[src/rtl/pwm_capture.sv]
// rtl/pwm_capture.sv - PWM capture: measures high time and period in ticks, reports 8-bit duty
// Flags loss of signal when no edge is seen for TIMEOUT_TICKS ticks.
module pwm_capture #(
    parameter int CLK_DIV       = 196,
    parameter int CNT_W         = 16,
    parameter int TIMEOUT_TICKS = 1024
) (
    input  logic             clk,
    input  logic             rst,
    input  logic             pwm_in,
    output logic [7:0]       duty_out,
    output logic [CNT_W-1:0] period_out,
    output logic             duty_valid,
    output logic             signal_lost
);

    localparam int PW = $clog2(CLK_DIV);

    typedef enum logic [1:0] {ST_IDLE, ST_HIGH, ST_LOW} state_t;

    logic             sync1_q, sync1_d, sync2_q, sync2_d, prev_q, prev_d;
    logic [PW-1:0]    presc_q, presc_d;
    state_t           state_q, state_d;
    logic [CNT_W-1:0] high_cnt_q, high_cnt_d;
    logic [CNT_W-1:0] period_cnt_q, period_cnt_d;
    logic [CNT_W-1:0] idle_cnt_q, idle_cnt_d;
    logic             div_busy_q, div_busy_d;
    logic [2:0]       div_cnt_q, div_cnt_d;
    logic [CNT_W-1:0] div_rem_q, div_rem_d;
    logic [7:0]       div_quo_q, div_quo_d;
    logic [CNT_W-1:0] div_per_q, div_per_d;
    logic             div_force_q, div_force_d;
    logic [7:0]       duty_q, duty_d;
    logic [CNT_W-1:0] period_out_q, period_out_d;
    logic             valid_q, valid_d;
    logic             lost_q, lost_d;

    logic             tick, rise, fall, timeout;
    logic [CNT_W:0]   div_shift;
    logic             div_ge;
    logic [7:0]       div_quo_next;

    function automatic logic [CNT_W-1:0] sat_inc(input logic [CNT_W-1:0] x);
        return (x == {CNT_W{1'b1}}) ? x : x + CNT_W'(1);
    endfunction

    always_comb begin
        sync1_d      = pwm_in;
        sync2_d      = sync1_q;
        prev_d       = sync2_q;
        tick         = (presc_q == PW'(CLK_DIV - 1));
        presc_d      = tick ? '0 : presc_q + PW'(1);
        rise         = sync2_q & ~prev_q;
        fall         = ~sync2_q & prev_q;
        timeout      = (state_q != ST_IDLE) && (idle_cnt_q >= CNT_W'(TIMEOUT_TICKS));

        state_d      = state_q;
        high_cnt_d   = high_cnt_q;
        period_cnt_d = period_cnt_q;
        div_busy_d   = div_busy_q;
        div_cnt_d    = div_cnt_q;
        div_rem_d    = div_rem_q;
        div_quo_d    = div_quo_q;
        div_per_d    = div_per_q;
        div_force_d  = div_force_q;
        duty_d       = duty_q;
        period_out_d = period_out_q;
        valid_d      = 1'b0;
        lost_d       = lost_q;

        if (rise || fall) begin
            idle_cnt_d = '0;
        end else if (tick) begin
            idle_cnt_d = sat_inc(idle_cnt_q);
        end else begin
            idle_cnt_d = idle_cnt_q;
        end

        // Restoring division: remainder stays below the divisor, so one extra bit suffices.
        div_shift    = {div_rem_q, 1'b0};
        div_ge       = (div_shift >= {1'b0, div_per_q});
        div_quo_next = {div_quo_q[6:0], div_ge};
        if (div_busy_q) begin
            div_rem_d = div_ge ? (div_shift[CNT_W-1:0] - div_per_q) : div_shift[CNT_W-1:0];
            div_quo_d = div_quo_next;
            div_cnt_d = div_cnt_q + 3'd1;
            if (div_cnt_q == 3'd7) begin
                div_busy_d   = 1'b0;
                duty_d       = div_force_q ? 8'd255 : div_quo_next;
                period_out_d = div_per_q;
                valid_d      = 1'b1;
                lost_d       = 1'b0;
            end
        end

        case (state_q)
            ST_IDLE: begin
                if (rise) begin
                    state_d      = ST_HIGH;
                    high_cnt_d   = tick ? CNT_W'(1) : '0;
                    period_cnt_d = tick ? CNT_W'(1) : '0;
                end
            end
            ST_HIGH: begin
                if (tick) begin
                    period_cnt_d = sat_inc(period_cnt_q);
                end
                if (fall) begin
                    state_d = ST_LOW;
                end else if (tick) begin
                    high_cnt_d = sat_inc(high_cnt_q);
                end
            end
            ST_LOW: begin
                if (rise) begin
                    div_busy_d   = 1'b1;
                    div_cnt_d    = '0;
                    div_rem_d    = high_cnt_q;
                    div_quo_d    = '0;
                    div_per_d    = period_cnt_q;
                    div_force_d  = (high_cnt_q >= period_cnt_q) || (period_cnt_q == '0);
                    high_cnt_d   = tick ? CNT_W'(1) : '0;
                    period_cnt_d = tick ? CNT_W'(1) : '0;
                    state_d      = ST_HIGH;
                end else if (tick) begin
                    period_cnt_d = sat_inc(period_cnt_q);
                end
            end
            default: state_d = ST_IDLE;
        endcase

        // Loss of signal wins over both a same-cycle edge and a finishing divide.
        if (timeout) begin
            state_d      = ST_IDLE;
            div_busy_d   = 1'b0;
            duty_d       = (state_q == ST_LOW) ? 8'd0 : 8'd255;
            period_out_d = '0;
            valid_d      = 1'b1;
            lost_d       = 1'b1;
        end
    end

    always_ff @(posedge clk) begin
        if (rst) begin
            sync1_q      <= 1'b0;
            sync2_q      <= 1'b0;
            prev_q       <= 1'b0;
            presc_q      <= '0;
            state_q      <= ST_IDLE;
            high_cnt_q   <= '0;
            period_cnt_q <= '0;
            idle_cnt_q   <= '0;
            div_busy_q   <= 1'b0;
            div_cnt_q    <= '0;
            div_rem_q    <= '0;
            div_quo_q    <= '0;
            div_per_q    <= '0;
            div_force_q  <= 1'b0;
            duty_q       <= '0;
            period_out_q <= '0;
            valid_q      <= 1'b0;
            lost_q       <= 1'b1;
        end else begin
            sync1_q      <= sync1_d;
            sync2_q      <= sync2_d;
            prev_q       <= prev_d;
            presc_q      <= presc_d;
            state_q      <= state_d;
            high_cnt_q   <= high_cnt_d;
            period_cnt_q <= period_cnt_d;
            idle_cnt_q   <= idle_cnt_d;
            div_busy_q   <= div_busy_d;
            div_cnt_q    <= div_cnt_d;
            div_rem_q    <= div_rem_d;
            div_quo_q    <= div_quo_d;
            div_per_q    <= div_per_d;
            div_force_q  <= div_force_d;
            duty_q       <= duty_d;
            period_out_q <= period_out_d;
            valid_q      <= valid_d;
            lost_q       <= lost_d;
        end
    end

    assign duty_out    = duty_q;
    assign period_out  = period_out_q;
    assign duty_valid  = valid_q;
    assign signal_lost = lost_q;

endmodule

[config.mk]
export PLATFORM = sky130hd
export DESIGN_NAME = pwm_capture
export DESIGN_NICKNAME = d
export VERILOG_FILES = /design/src/rtl/pwm_capture.sv
export SDC_FILE = /design/constraint.sdc
export NUM_CORES = 1
export LEC_CHECK = 0
export ABC_CLOCK_PERIOD_IN_PS = 2200
export CORE_MARGIN = 2
export CORE_UTILIZATION = 30
export DETAILED_ROUTE_END_ITERATION = 12
export GPL_TIMING_DRIVEN = 0
export SLEW_MARGIN = 20
export SYNTH_ARGS = -nofsm -noshare
export SYNTH_HDL_FRONTEND = slang
export SYNTH_SLANG_ARGS = --single-unit
export TNS_END_PERCENT = 5
[constraint.sdc]
create_clock -name clk -period 2.2 [get_ports clk]
set_input_delay 0.22 -clock clk [delete_from_list [all_inputs] [get_ports clk]]
set_output_delay 0.22 -clock clk [all_outputs]
set_load 0.02 [all_outputs]
==> metrics.md <==
| Metric | Value |
|---|---|
| Status | `finished, violations left` |
| Failing checks | `negative setup slack` |
| Worst Setup End Kind | `register` |
| Critical Path Start Type | `register` |
| CTS tree | `done` |
| Maximum clock frequency | `0.401 GHz` |
| R2R Path Start | `div_per_q[6]` |
| GP Congestion | `0.874` |
| Clock Tree Root | `clkbuf_16` |
| Slew @ Worst Pin | `0.694 ns` |
| FF-to-FF setup slack | `-0.29 ns` |
| CP max FO | `6` |
| Vias | `6214` |
| Dpl cell area | `7580 sq um` |
| Crit Reg-Reg Endpoint | `div_rem_q[3]` |
| Critical Path AT | `2.81 ns` |
| Num CTS Buffers | `17` |
| Final Hold Vio Count | `0` |
| Power Density | `652 nW/um^2` |
| CP bufs+invs | `2` |
| Min Tclk post-route | `2.49 ns` |
| Crit path top cell by count | `a21o_1` |
| Die Width | `155 um` |
| Primary FF master, synth | `dfxtp_1` |
| Syn_nets | `889` |
| Async SR Flop Fraction | `0%` |
| Final ANT Viol Nets | `0` |
| Worst slack at placement | `-0.614 ns` |
| Final HPWL from detailed placement | `13400 um` |
| Worst-path clk slew | `0.06 ns` |
| Clk buf depth | `2` |
| # rows | `55` |
| Crit path depth | `10` |
| Seq cells post-synth | `131` |
| Sinks on Clock Net | `131` |
| Peak supply drop | `480 uV` |
| Setup crit end | `div_rem_q[3]` |
| Vias per cell | `5.14` |
| Top-area cell type share of the netlist area | `38.1%` |
| Fin nets | `962` |
| Family with the most delay on the worst path | `compound AO/OA/AOI/OAI gates` |
| Max Cap Viol | `0` |
| Slew margin rel. | `53.8%` |
| Slowest cell on the critical path | `o31a_1` |
| Design Area, Final | `8780 sq um` |
| Min setup slack post-route | `-0.291 ns` |
| Synth Area per Inst | `8.20 sq um` |
| P&R area growth vs syn | `27.5%` |
| DR WL/cell | `15.6 um` |
| Die area | `24200 sq um` |
| Slowest Stage Delay on Critical Path | `0.39 ns` |
| N_diodes | `0` |
| Initial DRC Count | `383` |
| Worst Path Required | `2.51 ns` |
| Synth top cells by count | `131 x dfxtp_1, 105 x nand2_1, 105 x nor2_1` |
| Setup Crit Path Kind | `register to register` |
| First-pass GRT wire length | `30300 um` |
| EDFF count, synth | `0` |
| GRT overflow | `0` |
| H-tree depth | `4` |
| Hold_sp | `pwm_in` |
| R2R depth | `10` |
| Hold bufs inserted after CTS | `0` |
| Unique masters post-synth | `67` |
| Clock Skew | `0.0106 ns` |
| Initial antenna violation count | `0` |
| Post-synth top area cell | `dfxtp_1` |
| IO Port Bufs | `28` |
| Largest net degree at the start of global routing | `17` |
| Tcrit/Tclk final | `113%` |
| Top cells by area, synth | `dfxtp_1 38%, ha_1 8.4%, nand2_1 5.7%` |
| Syn Inst Count | `839` |
| Register area share after synthesis | `38.1%` |
| Die Span Y | `155 um` |
| GRT Resource Usage Total | `15.8%` |
| Clock latency on the worst-skew pair | `0.42 ns` |
| Number of global-route vias before repair | `5844` |
| Pre-antenna DRT Iters | `6` |
| Leak | `3.18 nW` |
| Mapped cell area | `6880 sq um` |
| HP Class | `primary input to register` |
| Core Area | `22600 sq um` |
| Initial Util | `30.5%` |
| DRC viols | `0` |
| Crit path cell chain | `inv_2 -> ha_4 -> a21o_1 -> a221o_1 -> a21o_1 -> o31a_1 -> nor2_4 -> buf_12 -> o311a_1 -> o21ai_1` |
| Share of cells above drive strength 1 | `16.4%` |
| Crit path launch | `div_per_q[6]` |
| Yosys warns | `0` |
| Count leader, synth | `dfxtp_1` |
| Total Routed Length | `18900 um` |
| # IOs | `29` |
| RSZ-0062 raised after global routing | `true` |
| Slew Limit Fails | `0` |
| Final setup vio count | `18` |
-- cell type report --
cell class / count / area [sq um]
clock inverters: 14 / 226
inverters: 46 / 175
plain buffers: 33 / 180
flip-flops and latches: 131 / 2660
multi-input cells: 629 / 4240
repair buffers: 54 / 495
clock buffers: 18 / 439
fillers: 2302 / 13800
well taps: 285 / 357
-- worst min-delay path by stage --
stage	end	slack, ns	depth (start not counted)
finish	sync1_q	0.40	2
CTS	sync1_q	0.38	2
global route	sync1_q	0.38	2
global placement	prev_d	0.42	1
detailed placement	prev_d	0.42	1
floorplan	sync1_q	0.35	1
-- timing repair --
item	CTS	global route
endpoints found under the setup margin	51	61
buffers inserted	19	7
resized for setup	58	46
pin swaps	20	16
-- state kept, by name (all words and copies together), names as in the netlist, 2 cells and up --
| register | cells |
|---|---|
| div_per_q | 16 |
| high_cnt_q | 16 |
| period_out | 16 |
| div_cnt_q | 3 |
| presc_q | 8 |
| div_quo_q | 7 |
| state_q | 2 |
| idle_cnt_q | 16 |
| duty_out | 8 |
| div_rem_q | 16 |
| period_cnt_q | 16 |
-- placed cells by master (no fill, tap or decap), types with 6 or more instances in the layout --
cell type / netlist / final
dfxtp_1: 131 / 109
nand2_1: 105 / 105
nor2_1: 105 / 102
a21oi_1: 63 / 59
inv_1: 46 / 41
ha_1: 46 / 34
xor2_1: 32 / 32
clkdlybuf4s50_1: 0 / 28
nand3_1: 27 / 27
buf_4: 1 / 23
o21ai_0: 28 / 22
nand4_1: 21 / 21
xnor2_1: 20 / 20
clkbuf_1: 23 / 18
dfxtp_2: 0 / 18
clkbuf_16: 0 / 17
a21o_1: 14 / 14
mux2i_1: 13 / 11
or3_1: 10 / 10
and3_1: 10 / 10
nor3_1: 11 / 9
nor2b_1: 11 / 9
o21ai_1: 3 / 9
ha_4: 0 / 9
o22ai_1: 8 / 8
o21a_1: 8 / 8
a211oi_1: 10 / 8
nand2b_1: 7 / 7
a31oi_1: 7 / 6
-- where the power goes --
part           switching, W  internal [W]  total (W)
Clock               0.00114       0.00206    0.00320
Sequential        0.0000102       0.00238    0.00239
Combinational     0.0000879     0.0000425   0.000130
Total               0.00124       0.00448    0.00572
-- cell families (layout without fill, tap and decap cells) --
group / Yosys count / after routing / share of synthesized area (%)
and+or+nand+nor: 339 / 339 / 23.4
AOI/OAI and AO/OA: 178 / 178 / 16.8
adders and majority gates: 47 / 47 / 8.65
DFF: 131 / 131 / 38.1
muxes: 13 / 13 / 1.89
xor gates and xnor gates: 52 / 52 / 6.62
buffers and inverters: 79 / 165 / 4.54
-- stage by stage --
stage / hold WS, ns / total power, W / utilization, % / instances / TNS (ns)
6_report: 0.398 / 0.00572 / 38.9 / 1210 / -3.97
5_1_grt: 0.377 / 0.00590 / 38.9 / 1210 / -6.46
4_1_cts: 0.375 / 0.00577 / 38.0 / 1203 / -3.22
3_5_place_dp: 0.424 / 0.00256 / 33.6 / 1152 / -15.25
3_3_place_gp: 0.424 / 0.00256 / 33.5 / 1152 / -17.25
2_1_floorplan: 0.348 / 0.00252 / - / 839 / -0.974
-- routing by layer --
layer / global-route usage (%) / vias up / share of wire [%]
met5: 0 / - / 0
met4: 4.46 / 0 / 1.3
met3: 3.73 / 21 / 4.7
met2: 25.3 / 136 / 47
met1: 21.2 / 2979 / 47
li1: - / 3078 / -
Power figures use the tool's default switching activity.
